--- config.mk ---
export PLATFORM = sky130hd
export DESIGN_NAME = if_prefetch_unit
export DESIGN_NICKNAME = d
export VERILOG_FILES = /design/src/rtl/if_prefetch_unit.sv
export SDC_FILE = /design/constraint.sdc
export NUM_CORES = 1
export LEC_CHECK = 0
export CORE_MARGIN = 2
export CORE_UTILIZATION = 50
export CTS_BUF_LIST = sky130_fd_sc_hd__clkbuf_4 sky130_fd_sc_hd__clkbuf_8
export CTS_CLUSTER_SIZE = 16
export DETAILED_ROUTE_END_ITERATION = 10
export GPL_TIMING_DRIVEN = 0
export PLACE_DENSITY = 0.72
export SYNTH_ARGS = -nofsm -noshare
export SYNTH_HDL_FRONTEND = slang
export SYNTH_SLANG_ARGS = --single-unit
--- constraint.sdc ---
create_clock -name clk -period 4.1 [get_ports clk]
set_input_delay 1.23 -clock clk [delete_from_list [all_inputs] [get_ports clk]]
set_output_delay 1.23 -clock clk [all_outputs]
set_load 0.01 [all_outputs]
--- src/rtl/if_prefetch_unit.sv ---
// if_prefetch_unit
//   Instruction fetch stage with a DEPTH-entry prefetch FIFO of {pc, instr} pairs between the
//   instruction memory (IM) and decode (ID). It allows one outstanding IM request. A redirect
//   flushes the FIFO, and any response that is still in flight is thrown away when it arrives.
//
//   Optional build macro IF_PREFETCH_PERF_CNT_EN adds perf_fetch_cnt / perf_drop_cnt.
//
// Ports
//   clk, rst                 rising-edge clock, asynchronous active-low reset
//   redirect_valid/_pc       flush and restart fetch at redirect_pc (bits [1:0] forced to 0)
//   im_req_valid/_ready/_addr   IM request channel (valid/ready)
//   im_rsp_valid/_data       IM response channel (valid only)
//   id_valid/_ready/_pc/_instr  FIFO head towards decode
//   perf_fetch_cnt           (macro only) entries pushed into the FIFO
//   perf_drop_cnt            (macro only) responses discarded after a redirect
module if_prefetch_unit #(
    parameter int unsigned     XLEN     = 32,
    parameter int unsigned     DEPTH    = 4,
    parameter logic [XLEN-1:0] RESET_PC = '0
) (
    input  logic            clk,
    input  logic            rst,
    input  logic            redirect_valid,
    input  logic [XLEN-1:0] redirect_pc,
    output logic            im_req_valid,
    input  logic            im_req_ready,
    output logic [XLEN-1:0] im_req_addr,
    input  logic            im_rsp_valid,
    input  logic [31:0]     im_rsp_data,
    output logic            id_valid,
    input  logic            id_ready,
    output logic [XLEN-1:0] id_pc,
    output logic [31:0]     id_instr
`ifdef IF_PREFETCH_PERF_CNT_EN
    ,
    output logic [31:0]     perf_fetch_cnt,
    output logic [31:0]     perf_drop_cnt
`endif
);

    localparam int unsigned AW = $clog2(DEPTH);
    localparam int unsigned PW = AW + 1;   // pointer with wrap bit
    localparam int unsigned CW = PW + 1;   // occupancy + inflight without overflow

    typedef enum logic [1:0] {StIdle, StWaitRsp, StDrop} state_e;

    state_e          state_q, state_d;
    logic [XLEN-1:0] fetch_pc_q, fetch_pc_d;
    logic [PW-1:0]   wr_ptr_q, wr_ptr_d;
    logic [PW-1:0]   rd_ptr_q, rd_ptr_d;
    logic            run_q;
    // pend: request is on the bus but has not been accepted yet; its address is frozen in
    // req_addr. stale: a redirect arrived while it was pending, so its response is unwanted.
    logic            pend_q, pend_d;
    logic            stale_q, stale_d;
    logic [XLEN-1:0] req_addr_q, req_addr_d;

    logic [XLEN-1:0] pc_mem    [DEPTH];
    logic [31:0]     instr_mem [DEPTH];

    logic            empty, full, inflight, space_ok;
    logic            req_fire, push, pop, drop;
    logic [PW-1:0]   count;
    logic [CW-1:0]   occupancy;
    logic [AW-1:0]   wr_idx, rd_idx;
    logic            unused_pc_lsb;

    assign wr_idx        = wr_ptr_q[AW-1:0];
    assign rd_idx        = rd_ptr_q[AW-1:0];
    assign unused_pc_lsb = ^redirect_pc[1:0];

    always_comb begin
        empty        = (wr_ptr_q == rd_ptr_q);
        full         = (wr_idx == rd_idx) && (wr_ptr_q[AW] != rd_ptr_q[AW]);
        count        = wr_ptr_q - rd_ptr_q;
        inflight     = (state_q != StIdle);
        occupancy    = CW'(count) + CW'(inflight);
        space_ok     = (occupancy < CW'(DEPTH));
        // run_q keeps the request low until the first clock after reset release
        im_req_valid = run_q && (state_q == StIdle) && (pend_q || space_ok);
        im_req_addr  = pend_q ? req_addr_q : fetch_pc_q;
        req_fire     = im_req_valid && im_req_ready;
        id_valid     = !empty;
        id_pc        = empty ? '0 : pc_mem[rd_idx];
        id_instr     = empty ? '0 : instr_mem[rd_idx];
        push         = (state_q == StWaitRsp) && im_rsp_valid && !redirect_valid;
        pop          = id_valid && id_ready && !redirect_valid;
        drop         = im_rsp_valid &&
                       ((state_q == StDrop) || ((state_q == StWaitRsp) && redirect_valid));
    end

    always_comb begin
        state_d    = state_q;
        fetch_pc_d = fetch_pc_q;
        wr_ptr_d   = wr_ptr_q;
        rd_ptr_d   = rd_ptr_q;
        pend_d     = pend_q;
        stale_d    = stale_q;
        req_addr_d = req_addr_q;

        if (redirect_valid) begin
            wr_ptr_d   = '0;
            rd_ptr_d   = '0;
            fetch_pc_d = {redirect_pc[XLEN-1:2], 2'b00};
        end else begin
            if (push) begin
                wr_ptr_d   = wr_ptr_q + PW'(1);
                fetch_pc_d = fetch_pc_q + XLEN'(4);
            end
            if (pop) begin
                rd_ptr_d = rd_ptr_q + PW'(1);
            end
        end

        case (state_q)
            StIdle: begin
                if (req_fire) begin
                    state_d = (redirect_valid || stale_q) ? StDrop : StWaitRsp;
                    pend_d  = 1'b0;
                    stale_d = 1'b0;
                end else if (im_req_valid) begin
                    pend_d     = 1'b1;
                    req_addr_d = im_req_addr;
                    stale_d    = stale_q || redirect_valid;
                end
            end
            StWaitRsp: begin
                if (im_rsp_valid) begin
                    state_d = StIdle;
                end else if (redirect_valid) begin
                    state_d = StDrop;
                end
            end
            StDrop: begin
                // A redirect here keeps us dropping; the response still ends the outstanding
                // request, so it always returns to idle.
                if (im_rsp_valid) begin
                    state_d = StIdle;
                end
            end
            default: state_d = StIdle;
        endcase
    end

    always_ff @(posedge clk or negedge rst) begin
        if (!rst) begin
            state_q    <= StIdle;
            fetch_pc_q <= RESET_PC;
            wr_ptr_q   <= '0;
            rd_ptr_q   <= '0;
            run_q      <= 1'b0;
            pend_q     <= 1'b0;
            stale_q    <= 1'b0;
            req_addr_q <= RESET_PC;
        end else begin
            state_q    <= state_d;
            fetch_pc_q <= fetch_pc_d;
            wr_ptr_q   <= wr_ptr_d;
            rd_ptr_q   <= rd_ptr_d;
            run_q      <= 1'b1;
            pend_q     <= pend_d;
            stale_q    <= stale_d;
            req_addr_q <= req_addr_d;
        end
    end

    // Storage needs no reset: the head is masked to zero while the FIFO is empty.
    always_ff @(posedge clk) begin
        if (push) begin
            pc_mem[wr_idx]    <= fetch_pc_q;
            instr_mem[wr_idx] <= im_rsp_data;
        end
    end

`ifdef IF_PREFETCH_PERF_CNT_EN
    always_ff @(posedge clk or negedge rst) begin
        if (!rst) begin
            perf_fetch_cnt <= '0;
            perf_drop_cnt  <= '0;
        end else begin
            if (push) begin
                perf_fetch_cnt <= perf_fetch_cnt + 32'd1;
            end
            if (drop) begin
                perf_drop_cnt <= perf_drop_cnt + 32'd1;
            end
        end
    end
`else
    logic unused_drop;
    assign unused_drop = drop;
`endif

endmodule

==> reports/qor.csv, run 1 <==
stage;metric;value;unit
clock_tree;clockBufferDepth;3;
pwr;p_leak;0.006058;µW
grt;antenna_found_initial;0;
setup_path;path_max_fanout;10;
setup_path;reg2reg_slack;1.68;ns
clock_tree;cts.htree.levels;2;
route;num_vias;7314;
synth;ys_types;46;
pwr;seq_power_share;50.0;%
min_path;min_path_type;reg2reg;
pwr;p_total;7748;µW
pwr;p_comb_share;15.5;%
setup_path;reg2reg_from;wr_ptr_q[0];
cells_and_area;area_growth;24.98;%
route;drt-total-wl;27490;µm
setup_path;critical_path_class;reg2out;
floorplanning;die_area;28020;µm²
floorplanning;rows;59;
setup_path;cp.arrival;2.74;ns
min_path;hp-start;stale_q;
floorplanning;chipWidth;167.4;µm
cells_and_area;layout-drive-gt1-share;24.78;%
pwr;switchingPower;1800;µW
pwr;power.density;464.4;nW/µm²
synth;avgSynthCellArea;17.43;µm²
synth;ys.flop_type;edfxtp_1;
sta;fin_skew;0.02142;ns
place;dp_hpwl;17830;µm
clock_tree;cts_buffers;51;
grt;grt_use_met3;3.782;%
pwr;irDropWorstVdd;0.3516;mV
run_status;status;finished, violations left;
grt;met1_usage;28.75;%
cells_and_area;seq_area;9274;µm²
sta;min_period;3.970;ns
sta;drv_slew;0;
cells_and_area;nets;1070;
cells_and_area;fillers;1917;
synth;ys_seq_area_share;69.48;%
setup_path;startpoint_type;flop;
sta;grt_setup_unrepaired;no;
clock_tree;cts_tree;yes;
floorplanning;io_pins;168;
sta;hold_viol;0;
pwr;swShare;23.23;%
run_status;violations;DRC;
place;placed_cells;1269;
clock_tree;worst_skew_pair.late_latency;0.56;ns
floorplanning;die_h;167.4;µm
cells_and_area;finalNonFillerCells;1368;
grt;met2_usage;31.93;%
route;drt_iter0_markers;636;
min_path;min_path_cells;1;
synth;ys_seq_elements;321;
pwr;clockPowerShare;34.5;%
clock_tree;clk_pin_slew_worst_paths;0.06;ns
setup_path;timing.rr.end;req_addr_q[11];
route;ant_nets;0;
synth;synth_edf_count;248;
synth;syn-instance-count;766;
grt;grt_max_degree;58;
synth;async_reset_ff_share;22.74;%
place;dp_slack;-0.9289;ns
setup_path;cp.required;2.87;ns
grt;grt.overflow.total;0;
grt;grt_pass1_vias;7673;
sta;finalSetupViolCount;0;
synth;syn-cell-area;13350;µm²
route;dr.pass1.iters;9;
cells_and_area;most-common-layout-cells;edfxtp_1 (248), clkdlybuf4s50_1 (149), dfrtp_1 (73), and2_1 (64), mux4_2 (62);
cells_and_area;final_common_cell;edfxtp_1;
cells_and_area;multi_input_area;3855;µm²
pwr;p_int;5948;µW
sta;worst-slew-pin-transition;0.6839;ns
floorplanning;start_util;51.08;%
clock_tree;root_buffer;clkbuf_8;
grt;top_usage_layer;met2;
route;drc;10;
grt;grt_pass1_wl;43200;µm
setup_path;r2r_cells;10;
min_path;holdPathEnd;state_q[0];
cells_and_area;antennaDiodeCount;0;
sta;finalCritPeriodShare;96.83;%
place;io_buffers;162;
sta;max_freq;0.2519;GHz
floorplanning;core;26130;µm²
sta;setup_ws;0.1298;ns
place;gp_congestion;0.7652;
sta;slew_headroom;54.41;%
grt;grt_use_total;20.08;%
route;routed_via_density;5.346;
job;maxCapViolCount;0;
route;wl_per_cell;20.09;µm
clock_tree;clock_sink_count;321;
synth;yosysWarningCount;0;
setup_path;end_kind;output port;
cells by family (layout without fill, tap and decap cells):
kind of cell	after synthesis	count (layout)	synth area share (%)
compound gates	45	45	1.800
xor+xnor	33	33	2.268
fa+ha+maj	9	9	0.8999
buf+inv	52	318	1.800
flops	321	321	69.48
mux	119	119	16.02
other cells	2	3	0.05626
simple gates	185	185	7.677
area by class of cell:
cell class                 instances  area share [%]
multi-input combinational        394           23.11
clock buffer                      79           5.580
inverter                          11          0.2625
sequential                       321           55.59
clock inverter                    16          0.5625
timing repair buffer             172           10.80
buffer                            40           1.583
tap                              335           2.513
cells in the mapped netlist, drive strengths merged (2+ instances only):
library cell | number | area share [%]
xnor2 | 24 | 1.6
xor2 | 8 | 0.52
clkbuf | 25 | 0.70
nor2 | 12 | 0.34
o21a | 2 | 0.11
mux4 | 62 | 10
and4 | 3 | 0.20
nand2 | 54 | 1.6
a21oi | 6 | 0.22
and3 | 3 | 0.14
nor3b | 2 | 0.11
o21ai | 34 | 1.3
mux2 | 56 | 5.5
nand3 | 10 | 0.37
or3 | 2 | 0.094
nor4 | 7 | 0.47
and2 | 69 | 3.2
inv | 11 | 0.33
nor3 | 10 | 0.37
dfrtp | 73 | 14
nand4 | 7 | 0.37
edfxtp | 248 | 56
ha | 8 | 0.75
buf | 16 | 0.77
conb | 2 | 0.056
critical path, cell delays in order, from the launching register on:
cell and delay, ns:
dfrtp_1 0.37, clkbuf_8 0.15, clkbuf_8 0.17, inv_1 0.06
ha_1 0.28, nand3_2 0.12, buf_8 0.15, clkbuf_4 0.19
and2_1 0.15, clkdlybuf4s50_1 0.53
worst max-delay path by stage:
stage | from | endpoint | slack [ns] | cells after the start
2_1_floorplan | redirect_valid | instr_mem[0][0] | 0.43 | 4
3_3_place_gp | im_rsp_valid | instr_mem[0][7] | -1.23 | 4
3_5_place_dp | rd_ptr_q[1] | id_pc[15] | -0.93 | 9
4_1_cts | rd_ptr_q[1] | id_instr[17] | 0.0002 | 9
5_1_grt | rd_ptr_q[1] | id_instr[9] | 0.002 | 9
6_report | rd_ptr_q[1] | id_instr[9] | 0.13 | 9
per-layer routing:
layer	vias to the layer above	part of all wire (%)
li1	3382	-
met1	3638	44
met2	243	47
met3	51	6.6
met4	0	2.1
met5	-	0
power by group through the flow:
| stage | registers, µW | clock network, µW | logic (µW) |
|---|---|---|---|
| finish | 3870 | 2680 | 1200 |
| global route | 3900 | 2900 | 1290 |
| global placement | 3920 | 0 | 1180 |
| CTS | 3870 | 2750 | 1210 |
| floorplan | 3880 | 0 | 695 |
| detailed placement | 3930 | 0 | 1190 |
through the flow:
| step | TNS (ns) | hold slack [ns] | util (%) | cell area (µm²) |
|---|---|---|---|---|
| 4_1_cts | 0 | 0.4741 | 63.71 | 16650 |
| 6_report | 0 | 0.4810 | 63.84 | 16680 |
| 2_1_floorplan | 0 | 0.4458 | - | 13350 |
| 3_3_place_gp | -398.52 | 0.4605 | 58.90 | 15390 |
| 5_1_grt | 0 | 0.4885 | 63.84 | 16680 |
| 3_5_place_dp | -40.66 | 0.4603 | 59.40 | 15520 |
repair_timing:
| item | CTS | global route |
|---|---|---|
| hold buffers | 0 | 0 |
| gates cloned | 0 | 0 |
| setup endpoints to repair | 64 | 55 |
| gates resized for setup | 28 | 24 |
| setup buffers | 5 | 0 |
state kept, by name, indices dropped and copies added (netlist names):
| register | count |
|---|---|
| fetch_pc_q | 30 |
| instr_mem | 128 |
| pc_mem | 120 |
| pend_q | 1 |
| rd_ptr_q | 3 |
| req_addr_q | 32 |
| run_q | 1 |
| stale_q | 1 |
| state_q | 2 |
| wr_ptr_q | 3 |
Power figures use the tool's default switching activity.
==> run 2: changes to the inputs <==
CORE_UTILIZATION = 45   (was 50)
PLACE_DENSITY = 0.66   (was 0.72)
TNS_END_PERCENT = 100   (was default)
==> run 2 against run 1 <==
  * The run now ends clean
  * Cell area increased by 0.41%
  * Count of clock-buffer cells in the layout fell by 12
  * Die area rose by 11%
  * Clock skew is 0.017 ns higher
  * Flip-flop and latch count did not move
  * Via count is 0.27% lower
  * Combinational power barely moved
  * Power rose by 0.82%
  * Routed wire length rose by 0.15%
  * Sequential share of layout area down 0.23 points
  * Clock power up 2%
  * Critical endpoint is now id_pc[18]
==> reports/qor.csv, run 2 (synthesis results as in run 1) <==
stage;metric;value;unit;change
sta;finalCritPeriodShare;96.29;%;was 96.83%
cells_and_area;fillers;2261;;was 1,917
pwr;switchingPower;1853;µW;was 1800 µW
cells_and_area;largest_reg_flops;128;;unchanged
sta;setup_ws;0.1522;ns;was 0.1298 ns
sta;worst-slew-pin-transition;0.7205;ns;was 0.6839 ns
pwr;irDropWorstVdd;0.3789;mV;was 0.3516 mV
route;drc;0;;was 10
cells_and_area;layout-drive-gt1-share;24.08;%;was 24.78%
sta;min_period;3.948;ns;was 3.970 ns
place;dp_slack;-0.9614;ns;was -0.9289 ns
sta;hold_viol;0;;unchanged
setup_path;path_max_fanout;10;;unchanged
run_status;status;completed;;was finished, violations left
route;drt-total-wl;27530;µm;was 27,490 µm
sta;drv_slew;0;;unchanged
place;dpl_cell_area;15600;µm²;was 15,520 µm²
route;drt_iter0_markers;511;;was 636
grt;antenna_found_initial;0;;unchanged
clock_tree;clockBufferDepth;3;;unchanged
sta;fin_setup_tns;0;ns;unchanged
cells_and_area;reg_top3;instr_mem (128), pc_mem (120), req_addr_q (32);;unchanged
pwr;p_int;5958;µW;was 5948 µW
cells_and_area;final_common_cell;edfxtp_1;;unchanged
sta;slew_headroom;51.96;%;was 54.41%
clock_tree;root_buffer;clkbuf_8;;unchanged
setup_path;end_kind;output port;;unchanged
floorplanning;start_util;45.40;%;was 51.08%
clock_tree;hold_buffers;0;;unchanged
grt;grt_use_total;17.98;%;was 20.08%
cells_and_area;regMostFlops;instr_mem;;unchanged
setup_path;critical_path_class;reg2out;;unchanged
route;dr.pass1.iters;5;;was 9
sta;grt_setup_unrepaired;no;;unchanged
grt;grt_pass1_vias;7589;;was 7,673
setup_path;reg2reg_slack;1.69;ns;was 1.68 ns
floorplanning;chipWidth;176.2;µm;was 167.4 µm
pwr;p_comb_share;15.4;%;was 15.5%
pwr;p_leak;0.005906;µW;was 0.006058 µW
clock_tree;cts_buffers;51;;unchanged
place;io_buffers;162;;unchanged
grt;grt.overflow.total;0;;unchanged
setup_path;startpoint_type;flop;;unchanged
pwr;power.density;466.3;nW/µm²;was 464.4 nW/µm²
sta;finalSetupViolCount;0;;unchanged
floorplanning;die_h;176.2;µm;was 167.4 µm
route;num_vias;7294;;was 7,314
place;dp_hpwl;17800;µm;was 17,830 µm
cells_and_area;final_util;56.97;%;was 63.84%
route;wl_per_cell;19.33;µm;was 20.09 µm
cells_and_area;area_growth;25.50;%;was 24.98%
pwr;swShare;23.73;%;was 23.23%
grt;grt_max_degree;49;;was 58
route;ant_nets;0;;unchanged
pwr;clockPowerShare;35.0;%;was 34.5%
sta;max_freq;0.2533;GHz;was 0.2519 GHz
cells_and_area;nets;1071;;was 1,070
clock_tree;clock_sink_count;321;;unchanged
clock_tree;cts.htree.levels;2;;unchanged
floorplanning;core;29400;µm²;was 26,130 µm²
pwr;seq_power_share;49.6;%;was 50.0%
floorplanning;die_area;31060;µm²;was 28,020 µm²
cells_and_area;design_area;16750;µm²;was 16,680 µm²
clock_tree;cts_tree;yes;;unchanged
cells_and_area;most-common-layout-cells;edfxtp_1 (248), clkdlybuf4s50_1 (155), dfrtp_1 (73), and2_1 (64), mux4_2 (62);;was edfxtp_1 (248), clkdlybuf4s50_1 (149), dfrtp_1 (73), and2_1 (64), mux4_2 (62)
job;maxCapViolCount;0;;unchanged
floorplanning;rows;63;;was 59
clock_tree;worst_skew_pair.late_latency;0.58;ns;was 0.56 ns
route;routed_via_density;5.122;;was 5.346
floorplanning;io_pins;168;;unchanged
min_path;min_path_type;reg2reg;;unchanged
grt;grt_pass1_wl;42860;µm;was 43,200 µm
setup_path;cp.arrival;2.72;ns;was 2.74 ns
clock_tree;clk_pin_slew_worst_paths;0.06;ns;about the same
sta;fin_skew;0.03864;ns;was 0.02142 ns
setup_path;cp.required;2.87;ns;about the same
cells_and_area;antennaDiodeCount;0;;unchanged
place;gp_congestion;0.7719;;was 0.7652
run 2: power by group through the flow:
stage | Clock [µW] | Sequential [µW] | Combinational, µW
6_report | 2740 | 3870 | 1200
5_1_grt | 2960 | 3900 | 1290
4_1_cts | 2810 | 3870 | 1210
3_5_place_dp | 0 | 3940 | 1190
3_3_place_gp | 0 | 3930 | 1190
2_1_floorplan | 0 | 3880 | 695
run 2: through the flow:
stage	hold slack, ns	std cells	total power, µW
finish	0.4833	1424	7811
detailed placement	0.4683	1324	5128
floorplan	0.4458	767	4575
global route	0.4976	1424	8150
global placement	0.4608	1319	5112
CTS	0.4803	1424	7893
run 2: final cells by class:
class / count / area (µm²) / area share (%)
Inverter: 11 / 43.79 / 0.2614
Multi-Input combinational cell: 394 / 3855 / 23.01
Buffer: 41 / 266.5 / 1.591
Clock inverter: 28 / 209.0 / 1.247
Sequential cell: 321 / 9274 / 55.36
Timing Repair Buffer: 172 / 1787 / 10.67
Tap cell: 390 / 488.0 / 2.913
Clock buffer: 67 / 828.3 / 4.945
run 2: critical path, cell delays in order (launching register included):
cell and delay [ns]:
dfrtp_1 0.36, clkbuf_8 0.13, clkbuf_8 0.17, inv_1 0.05, ha_1 0.28, nand3_2 0.11, buf_8 0.14, clkbuf_4 0.19
and2_1 0.15, clkdlybuf4s50_1 0.58
run 2: worst paths after layout:
kind                               start              to  cells after the start
max in group asynchronous            rst  req_addr_q[14]                      2
setup reg to reg             wr_ptr_q[0]   req_addr_q[6]                     10
min in group asynchronous            rst   req_addr_q[9]                      1
setup / recovery             rd_ptr_q[1]       id_pc[18]                      9
hold / removal             req_addr_q[0]   req_addr_q[0]                      1
hold reg to reg            req_addr_q[0]   req_addr_q[0]                      1
run 2: timing repair:
action | 4_1_cts | 5_1_grt
endpoints found under the setup margin | 64 | 55
gates resized for setup | 23 | 24
buffers inserted | 5 | 0
run 2: metal layers:
layer	up-vias	GRT usage [%]	part of all wire (%)
met2	201	27.78	46
met4	0	4.821	1.8
met5	-	0	0
met3	38	3.445	5.4
li1	3379	-	-
met1	3676	26.43	47
==> run 3: changes to the inputs <==
GPL_TIMING_DRIVEN = default   (was 0)
==> run 3 against run 2 <==
  * Register-to-register slack worse by 0.20 ns
  * Cell area decreased by 1.1%
  * Sequential share of layout area up 0.65 points
  * First-iteration DRC count fell by 11%
  * Setup slack improved by 0.018 ns
  * Fmax grew 0.46%
  * Sequential power about the same
  * Die area unchanged
  * Routed wire length shrank 1.9%
  * Critical path type unchanged
  * Largest cell class unchanged
==> reports/qor.csv, run 3 (synthesis results as in run 1) <==
stage;metric;value;unit;change
sta;worst-slew-pin-transition;0.9639;ns;was 0.7205 ns
floorplanning;die_area;31060;µm²;unchanged
sta;hold_viol;0;;unchanged
clock_tree;cts_buffers;50;;was 51
sta;finalCritPeriodShare;95.85;%;was 96.29%
sta;min_period;3.930;ns;was 3.948 ns
place;placed_cells;1296;;was 1,324
route;ant_nets;0;;unchanged
sta;fin_setup_tns;0;ns;unchanged
cells_and_area;fillers;2291;;was 2,261
grt;grt_pass1_vias;7425;;was 7,589
floorplanning;rows;63;;unchanged
cells_and_area;area_growth;24.14;%;was 25.50%
cells_and_area;finalNonFillerCells;1388;;was 1,424
sta;setup_ws;0.1703;ns;was 0.1522 ns
setup_path;cpMaxStageDelayCell;mux4_2;;was clkdlybuf4s50_1
min_path;min_path_type;reg2reg;;unchanged
route;wl_per_cell;19.47;µm;was 19.33 µm
clock_tree;clockBufferDepth;3;;unchanged
cells_and_area;layout-drive-gt1-share;23.45;%;was 24.08%
route;wl_met3;1510;µm;was 1477 µm
clock_tree;clk_pin_slew_worst_paths;0.06;ns;about the same
grt;antenna_found_initial;0;;unchanged
sta;max_freq;0.2545;GHz;was 0.2533 GHz
clock_tree;root_buffer;clkbuf_8;;unchanged
cells_and_area;largest_reg_flops;128;;unchanged
pwr;p_leak;0.005756;µW;was 0.005906 µW
route;wl_met2;12500;µm;was 12,740 µm
place;dp_slack;0.6321;ns;was -0.9614 ns
place;io_buffers;163;;was 162
floorplanning;io_pins;168;;unchanged
sta;finalSetupViolCount;0;;unchanged
clock_tree;clock_sink_count;321;;unchanged
setup_path;cp_top_family;buffers and inverters;;unchanged
sta;grt_setup_unrepaired;no;;unchanged
setup_path;max_stage_delay;0.57;ns;was 0.58 ns
route;drt_iter0_markers;453;;was 511
sta;fin_skew;0.03302;ns;was 0.03864 ns
grt;grt_max_degree;74;;was 49
cells_and_area;reg_top3;instr_mem (128), pc_mem (120), req_addr_q (32);;unchanged
clock_tree;cts_tree;yes;;unchanged
floorplanning;chipWidth;176.2;µm;unchanged
setup_path;cp.required;2.87;ns;about the same
grt;grt_use_total;17.80;%;was 17.98%
sta;slew_headroom;35.74;%;was 51.96%
place;gp_congestion;0.7388;;was 0.7719
grt;grt_pass1_wl;42350;µm;was 42,860 µm
clock_tree;worst_skew_pair.late_latency;0.56;ns;was 0.58 ns
route;dr.pass1.iters;6;;was 5
route;num_vias;7134;;was 7,294
grt;grt.overflow.total;0;;unchanged
setup_path;startpoint_type;flop;;unchanged
job;maxCapViolCount;0;;unchanged
route;drt-met1-wl;12450;µm;was 12,830 µm
setup_path;end_kind;output port;;unchanged
route;routed_via_density;5.140;;was 5.122
cells_and_area;final_common_cell;edfxtp_1;;unchanged
setup_path;critical_path_class;reg2out;;unchanged
place;dpl_cell_area;15520;µm²;was 15,600 µm²
route;drc;0;;unchanged
clock_tree;hold_buffers;0;;unchanged
pwr;irDropWorstVdd;0.3325;mV;was 0.3789 mV
setup_path;path_max_fanout;64;;was 10
place;dp_hpwl;16180;µm;was 17,800 µm
cells_and_area;regMostFlops;instr_mem;;unchanged
floorplanning;core;29400;µm²;unchanged
clock_tree;cts.htree.levels;2;;unchanged
setup_path;cp.arrival;2.70;ns;was 2.72 ns
sta;drv_slew;0;;unchanged
setup_path;crit_buf_inv;2;;was 6
cells_and_area;nets;1040;;was 1,071
floorplanning;die_h;176.2;µm;unchanged
route;routed.top_layer;met4;;unchanged
cells_and_area;design_area;16570;µm²;was 16,750 µm²
cells_and_area;antennaDiodeCount;0;;unchanged
cells_and_area;most-common-layout-cells;edfxtp_1 (248), clkdlybuf4s50_1 (160), dfrtp_1 (71), and2_1 (65), mux4_2 (62);;was edfxtp_1 (248), clkdlybuf4s50_1 (155), dfrtp_1 (73), and2_1 (64), mux4_2 (62)
pwr;power.density;468.1;nW/µm²;was 466.3 nW/µm²
floorplanning;start_util;45.40;%;unchanged
run_status;status;completed;;unchanged
route;drt-total-wl;27020;µm;was 27,530 µm
setup_path;worstPathCellList;buf_16 > mux4_2 > and2_1 > clkdlybuf4s50_1;;was clkbuf_8 > clkbuf_8 > inv_1 > ha_1 > nand3_2 > buf_8 > clkbuf_4 > and2_1 > clkdlybuf4s50_1
==> run 3: timing repair <==
| item | 4_1_cts | 5_1_grt |
|---|---|---|
| buffers inserted | 0 | 3 |
| setup endpoints to repair | 0 | 6 |
| resized for setup | 0 | 2 |
==> run 3: stage by stage <==
| step | hold WS, ns | util [%] | power (µW) |
|---|---|---|---|
| finish | 0.4828 | 56.36 | 7757 |
| global route | 0.5024 | 56.36 | 8094 |
| CTS | 0.4857 | 56.24 | 7850 |
| detailed placement | 0.4611 | 52.78 | 5121 |
| global placement | 0.4604 | 52.78 | 5107 |
| floorplan | 0.4458 | - | 4575 |
==> run 3: path summary, 6_finish.rpt <==
path	startpoint	to	slack [ns]	cells past startpoint
setup / recovery	rd_ptr_q[0]	id_pc[17]	0.17	4
hold / removal	req_addr_q[0]	req_addr_q[0]	0.48	1
setup reg to reg	wr_ptr_q[0]	req_addr_q[26]	1.49	9
hold reg to reg	req_addr_q[0]	req_addr_q[0]	0.48	1
max in group asynchronous	rst	rd_ptr_q[1]	2.57	1
min in group asynchronous	rst	req_addr_q[6]	0.81	1
==> run 3: final cells by class <==
| type | count | area, µm² | area share [%] |
|---|---|---|---|
| Clock buffer | 68 | 848.3 | 5.120 |
| Clock inverter | 21 | 171.4 | 1.035 |
| Inverter | 11 | 43.79 | 0.2643 |
| Multi-Input combinational cell | 394 | 3852 | 23.25 |
| Sequential cell | 321 | 9281 | 56.01 |
| Tap cell | 390 | 488.0 | 2.945 |
| Timing Repair Buffer | 183 | 1884 | 11.37 |
==> run 3: where the power goes <==
part / switching (µW) / leakage [µW] / total (µW) / internal, µW
Combinational: 459 / 0.00208 / 1170 / 711
Clock: 1170 / 0.000541 / 2700 / 1530
Sequential: 170 / 0.00314 / 3890 / 3720
==> run 3: layer usage <==
layer	up-vias	global-route usage, %
li1	3316	-
met1	3566	25.57
met2	212	27.88
met3	40	3.445
met4	0	5.303
met5	-	0
